File: config.mk
export PLATFORM = sky130hd
export DESIGN_NAME = addsub_pipe
export DESIGN_NICKNAME = d
export VERILOG_FILES = /design/src/rtl/addsub_pipe.sv
export SDC_FILE = /design/constraint.sdc
export NUM_CORES = 1
export LEC_CHECK = 0
export ABC_AREA = 1
export CORE_MARGIN = 1
export CORE_UTILIZATION = 45
export DETAILED_ROUTE_END_ITERATION = 8
export PLACE_DENSITY = 0.79
export SLEW_MARGIN = 20
export SYNTH_ARGS = -nofsm -noshare
export SYNTH_HDL_FRONTEND = slang
export SYNTH_SLANG_ARGS = --single-unit
File: constraint.sdc
create_clock -name clock -period 3.5 [get_ports clock]
set_input_delay 1.05 -clock clock [delete_from_list [all_inputs] [get_ports clock]]
set_output_delay 1.05 -clock clock [all_outputs]
set_load 0.02 [all_outputs]
File: src/rtl/addsub_pipe.sv
// addsub_pipe: pipelined signed add/subtract unit for the ALU datapath.
//
// The carry chain is cut into STAGES equal slices of WIDTH/STAGES bits.
// Stage k adds slice k using the carry registered by stage k-1. The
// final stage also forms the flags and applies optional saturation
// before loading the output registers.
//
// Handshake: valid-only, no backpressure. An operation is accepted on
// every rising clock edge where enable=1 and in_valid=1. out_valid is
// high for one enabled cycle per completed operation, exactly STAGES
// enabled edges after acceptance. enable=0 freezes every register,
// including the outputs.
//
// Ports:
//   clock      rising-edge clock
//   reset      asynchronous, active-high reset
//   enable     pipeline advance; 0 freezes every register
//   in_valid   op1/op2/mode/saturate are valid this cycle
//   mode       0 = op1+op2, 1 = op1-op2
//   saturate   1 = clamp the result on signed overflow
//   op1, op2   signed operands
//   result     signed result (post-saturation)
//   out_valid  result/flags belong to a completed operation
//   carry      carry out of the MSB (subtract: 1 = no borrow)
//   overflow   signed overflow of the raw sum
//   zero       result == 0 (post-saturation)
//   negative   result MSB (post-saturation)
module addsub_pipe #(
   parameter int WIDTH  = 16,
   parameter int STAGES = 2
) (
   input  logic             clock,
   input  logic             reset,
   input  logic             enable,
   input  logic             in_valid,
   input  logic             mode,
   input  logic             saturate,
   input  logic [WIDTH-1:0] op1,
   input  logic [WIDTH-1:0] op2,
   output logic [WIDTH-1:0] result,
   output logic             out_valid,
   output logic             carry,
   output logic             overflow,
   output logic             zero,
   output logic             negative
);

   localparam int S    = WIDTH / STAGES;
   localparam int F    = STAGES - 1;
   localparam int NREG = (STAGES > 1) ? STAGES - 1 : 1;

   // Inputs seen by each stage. The subtract mode is folded into the
   // effective op2 (inverted) and the slice-0 carry-in, so it does not
   // need to travel further as a separate bit.
   logic [WIDTH-1:0] a_i   [STAGES];
   logic [WIDTH-1:0] b_i   [STAGES];
   logic [WIDTH-1:0] s_i   [STAGES];
   logic             c_i   [STAGES];
   logic             v_i   [STAGES];
   logic             sat_i [STAGES];

   // Partial sum and slice carry produced by each stage
   logic [WIDTH-1:0] s_n [STAGES];
   logic             c_n [STAGES];

   // Registers between stages
   logic [WIDTH-1:0] a_q   [NREG];
   logic [WIDTH-1:0] b_q   [NREG];
   logic [WIDTH-1:0] s_q   [NREG];
   logic             c_q   [NREG];
   logic             v_q   [NREG];
   logic             sat_q [NREG];

   assign a_i[0]   = op1;
   assign b_i[0]   = mode ? ~op2 : op2;
   assign s_i[0]   = '0;
   assign c_i[0]   = mode;
   assign v_i[0]   = in_valid;
   assign sat_i[0] = saturate;

   for (genvar k = 0; k < STAGES; k++) begin : g_slice
      logic [S:0]       part;
      logic [WIDTH-1:0] merged;

      assign part = {1'b0, a_i[k][k*S +: S]} + {1'b0, b_i[k][k*S +: S]}
                  + {{S{1'b0}}, c_i[k]};

      // Insert this slice into the partial sum; lower slices come from
      // earlier stages, upper slices are filled in by later stages.
      always_comb begin
         merged            = s_i[k];
         merged[k*S +: S]  = part[S-1:0];
      end

      assign s_n[k] = merged;
      assign c_n[k] = part[S];
   end

   if (STAGES > 1) begin : g_pipe
      always_ff @(posedge clock or posedge reset) begin
         if (reset) begin
            for (int k = 0; k < NREG; k++) begin
               a_q[k]   <= '0;
               b_q[k]   <= '0;
               s_q[k]   <= '0;
               c_q[k]   <= 1'b0;
               v_q[k]   <= 1'b0;
               sat_q[k] <= 1'b0;
            end
         end else if (enable) begin
            for (int k = 0; k < NREG; k++) begin
               a_q[k]   <= a_i[k];
               b_q[k]   <= b_i[k];
               s_q[k]   <= s_n[k];
               c_q[k]   <= c_n[k];
               v_q[k]   <= v_i[k];
               sat_q[k] <= sat_i[k];
            end
         end
      end

      for (genvar k = 1; k < STAGES; k++) begin : g_link
         assign a_i[k]   = a_q[k-1];
         assign b_i[k]   = b_q[k-1];
         assign s_i[k]   = s_q[k-1];
         assign c_i[k]   = c_q[k-1];
         assign v_i[k]   = v_q[k-1];
         assign sat_i[k] = sat_q[k-1];
      end
   end

   // Final stage: flags from the raw sum, saturation applied afterwards
   logic [WIDTH-1:0] raw_sum;
   logic [WIDTH-1:0] sat_val;
   logic [WIDTH-1:0] final_res;
   logic             ovf;

   assign raw_sum   = s_n[F];
   assign ovf       = (a_i[F][WIDTH-1] == b_i[F][WIDTH-1])
                   && (raw_sum[WIDTH-1] != a_i[F][WIDTH-1]);
   assign sat_val   = a_i[F][WIDTH-1] ? {1'b1, {(WIDTH-1){1'b0}}}
                                      : {1'b0, {(WIDTH-1){1'b1}}};
   assign final_res = (sat_i[F] && ovf) ? sat_val : raw_sum;

   // Result and flags only load for a completed operation, so bubbles
   // leave the last completed values visible.
   always_ff @(posedge clock or posedge reset) begin
      if (reset) begin
         result    <= '0;
         out_valid <= 1'b0;
         carry     <= 1'b0;
         overflow  <= 1'b0;
         zero      <= 1'b0;
         negative  <= 1'b0;
      end else if (enable) begin
         out_valid <= v_i[F];
         if (v_i[F]) begin
            result   <= final_res;
            carry    <= c_n[F];
            overflow <= ovf;
            zero     <= (final_res == '0);
            negative <= final_res[WIDTH-1];
         end
      end
   end

endmodule

Yosys cells after proc, flatten, opt, wreduce, memory -nomap -nowiden

Index checks and enable logic that the tools add are counted.
Widths: inputs -> output; s select.

Input bits: 38
Flip-flop bits (word level): 64
Word-level logic and storage cells: 26
Output and inout bits: 21

Muxes and demuxes: 3
Equal/unequal tests: 2
Reduce and logical (&&, ||, !) cells: 4
Bitwise operators: 1
$add $sub $neg: 4

Operators by type and width:

| cell              | count |
|---|---|
| $mux 16           | 3 |
| $add 8x8->9       | 2 |
| $add 9x1->9       | 2 |
| $logic_not 16->1  | 1 |
| $not 16->16       | 1 |
| $logic_and 1x1->1 | 2 |
| $reduce_and 2->1  | 1 |
| $eq 1x1->1        | 1 |
| $ne 1x1->1        | 1 |

Longest topological paths before layout

Depth in word-level cells: 7
Depth in mapped cells: 13
Gate-level depth less buffers: 13

Least setup slack after synthesis

No wires, ideal clock.

Path kind: input -> register
Start point: in mode
End point: reg c_q
Required time: 3374 ps
Buffers on the path: 2
Stages: 12
Arrival: 2720 ps
Slack: 654 ps
Library setup time: 126 ps
Path through: buf_2 -> buf_2 -> xor2_1 -> fa_1 -> nand3_1 -> nand2_1 -> nand2_1 -> nand2_1 -> a21oi_1 -> nor2_1 -> o21ai_0 -> a21oi_1

Word-level cells in the longest chain between the ends: 3

Ends and longest elaborated chain:

| what                            | RTL line | text |
|---|---|---|
| from (decl)                     | 36       | `input logic mode,` |
| $mux 16                         | 75       | `assign b_i[0] = mode ? ~op2 : op2;` |
| $add 8x8->9                     | 85       | `assign part = {1'b0, a_i[k][k*S +: S]} + {1'b0, b_i[k][k*S +: S]}` |
| $add 9x1->9 (*)                 | 86       | `+ {{S{1'b0}}, c_i[k]};` |
| to (signal, indexed assignment) | 115      | `c_q[k] <= c_n[k];` |
| to (decl)                       | 70       | `logic c_q [NREG];` |

Mark *: on every way between the ends. The rest lies on a longest branch, timed or not.
A chain may end at the register's enable or synchronous reset.

Worst setup path in the final report

Start point: in mode
End point: reg s_q[5] (netlist name)

Word-level cells in the longest chain between the ends: 3

Ends and longest elaborated chain:

| what                            | RTL line | text |
|---|---|---|
| $mux 16                         | 75       |  |
| $add 8x8->9                     | 85       |  |
| $add 9x1->9 (*)                 | 86       |  |
| to (signal, indexed assignment) | 114      | `s_q[k] <= s_n[k];` |
| to (decl)                       | 69       | `logic [WIDTH-1:0] s_q [NREG];` |

Marks and branches as above.

==> impl_metrics.csv <==
group,metric,value,unit
die,start_util,0.479,
grt,grt_max_degree,48,
layout,final_common_cell,"nand2_1",
die,core_area,5640,um2
layout,finalNetCount,437,
critical_path,cpMaxStageDelayCell,"clkdlybuf4s50_1",
die,ios,59,
critical_path,start_kind,"primary input",
logic_synthesis,synth_edf_count,0,
sta,fin_crit_sh,0.823,
sta,max_freq,347,MHz
critical_path,critical_path.cell_chain,"clkdlybuf4s50_1 -> xor2_1 -> ha_1 -> a21o_1 -> a31oi_1 -> nor2_1 -> o21ai_0 -> nand3_1 -> a31oi_1",
layout,final_layout_size_suffix_gt1_frac,0.0783,
place,dpl_worst_slack,310,ps
logic_synthesis,syn_area,2700,um2
route,drtPass1Iterations,4,
place,dp_hpwl,4.37,mm
min_path,hold_depth,2,
sta,slew_viol_final,0,
sta,relSlewSlack,0.614,
logic_synthesis,syn_inst,323,
die,die_w,79.5,um
logic_synthesis,synth_area_per_cell,8.37,um2
route,routedWlPerCell,12.2,um
route,antenna_left,0,
critical_path,cp.required,3720,ps
power,power.density,516,nW/um2
critical_path,end_kind,"register",
power,clockPowerShare,0.201,
logic_synthesis,synth.distinct_cells,35,
clock_tree,post_cts_buffers,0,
min_path,hold-path-endpoint,"a_q[14]",
clock_tree,ctsResizeCount,0,
logic_synthesis,synth_flop_cell,"dfrtp_1",
grt,overflow,0,
clock_tree,cts.clk_slew.worst_paths,80,ps
power,leakage,0.00165,uW
sta,finClkSkew,10.3,ps
grt,grt_pass1_vias,2177,
place,placed_area,3360,um2
sta,setup_ws,620,ps
place,place.gp.congestion,0.783,
logic_synthesis,async_flop_share,1.00,
power,power,1790,uW
die,rows,27,
critical_path,crit_family,"compound AO/OA/AOI/OAI gates",
clock_tree,clock_sinks,47,
route,via_count,2279,
critical_path,path_buf_inv,1,
place,dp.cells,447,
power,seq_power_share,0.406,
critical_path,r2r_cells,11,
critical_path,max_stage_delay,610,ps
clock_tree,root_buffer,"clkbuf_8",
sta,worstMarginPinSlew,579,ps
clock_tree,insertion_delay,300,ps
power,p_switching,633,uW
sta,hold_viol_final,0,
layout,fin_cells,455,
power,ir_drop,0.272,mV
clock_tree,cts_tree,"yes",
logic_synthesis,synth_nets,378,
run,maxCapViolCount,0,
power,combPwrFrac,0.393,
power,internal-power,1150,uW
clock_tree,cts.htree.levels,2,
route,drt_iter0_drc,135,
die,die_h,79.5,um
sta,fin_crit,2880,ps
sta,setup_violations,0,
min_path,min_from,"a_q[14]",
power,swShare,0.354,
layout,final_cell_mix,"92 x nand2_1, 58 x clkdlybuf4s50_1, 47 x dfrtp_1, 31 x nor2_1, 22 x o21ai_0",
status,outcome,"completed",
grt,grtUsageTotal,0.196,
route,drcViolationCount,0,
critical_path,crit_type,"in2reg",
grt,grt_antenna_before_repair,0,
critical_path,rr_endpoint,"zero",
sta,grt_setup_unrepaired,"no",
clock_tree,holdBufCountCts,0,
place,portBuffers,58,
route,via_per_inst,5.01,
route,finalWirelength,5.55,mm
critical_path,arrival,3100,ps
logic_synthesis,yosys_register_bits,47,
critical_path,crit_fanout,6,
layout,stdcell_area,3460,um2
layout,antenna_cells,0,
clock_tree,cts_buffer_depth,2,
sta,tns,0,ps
min_path,hp-class,"reg2reg",
critical_path,rr_startpoint,"b_q[10]",
layout,syn_to_final_growth,28.1,%
logic_synthesis,ys_warn_count,0,
critical_path,reg2reg_setup_slack,1340,ps
die,die_area,6320,um2
clock_tree,numCtsBuffers,5,
critical_path,crit_top_cell,"a31oi_1",
logic_synthesis,ys_seq_area_frac,0.435,
grt,grt_pass1_wl,9.74,mm
[per-stage QoR]
stage               hold slack [ps]  utilization
floorplan                       442            -
global placement                456        0.595
detailed placement              465        0.595
CTS                             486        0.614
global route                    501        0.614
finish                          485        0.614
[Yosys cell counts, types with 3 or more instances]
cell       n  area (um2)
a21oi_1   21         105
a31oi_1    5        31.3
buf_2      3        15.0
clkbuf_1   7        26.3
dfrtp_1   47        1180
fa_1       3        60.1
ha_1      14         175
inv_1     21        78.8
nand2_1   92         345
nand2_2    3        18.8
nand3_1    9        45.0
nand3_2    3        30.0
nor2_1    31         116
o21ai_0   22         110
xnor2_1   10        87.6
xor2_1    11        96.3
[per-layer routing]
layer | GRT usage | vias up | routed length (um) | part of all wire
met1 | 0.254 | 1046 | 2540 | 0.46
met5 | 0 | - | 0 | 0
li1 | - | 1162 | - | -
met3 | 0.0274 | 6 | 224 | 0.040
met2 | 0.338 | 65 | 2720 | 0.49
met4 | 0.0600 | 0 | 67 | 0.012
[layout make-up]
class / instances / area (um2)
fillers: 485 / 2180
multi-input cells: 241 / 1380
flip-flops and latches: 47 / 1180
repair buffers: 64 / 626
clock buffers: 7 / 96.3
well taps: 72 / 90.1
inverters: 23 / 86.3
clock inverters: 1 / 7.51
[worst max path at each step]
stage               startpoint      to  slack, ps  depth (start not counted)
detailed placement        mode  s_q[5]        310                          9
global placement          mode     c_q        370                         11
global route              mode  s_q[7]        430                          9
CTS                       mode  s_q[5]        620                          9
floorplan                 mode     c_q        650                         12
finish                    mode  s_q[5]        620                          9
[power groups by stage]
stage	Sequential [uW]	Combinational (uW)	Clock [uW]
detailed placement	737	705	0
global placement	731	687	0
CTS	726	707	366
floorplan	801	369	0
global route	741	782	396
finish	725	702	360
[worst reg2reg max path, stage by stage, from the launching register on]
cell	delay, ps
dfrtp_1	390
ha_1	360
or2_1	280
nand3_2	130
nand2_4	80
nand2_4	80
nand4_4	230
nand2_1	190
nand3_1	90
nor2_1	100
nand3_1	90
nand2_1	60
[cells by family after synthesis]
group | synth area share
compound gates | 0.118
xor+xnor | 0.0680
fa+ha+maj | 0.0870
buf+inv | 0.0541
flops | 0.435
simple gates | 0.238
[state kept, by name, summed over array words and instances (netlist names)]
register   count
result        16
sat_q          1
out_valid      1
overflow       1
v_q            1
b_q            8
a_q            8
s_q            8
c_q            1
zero           1
carry          1
No activity file was read; power rests on OpenSTA's default activity.
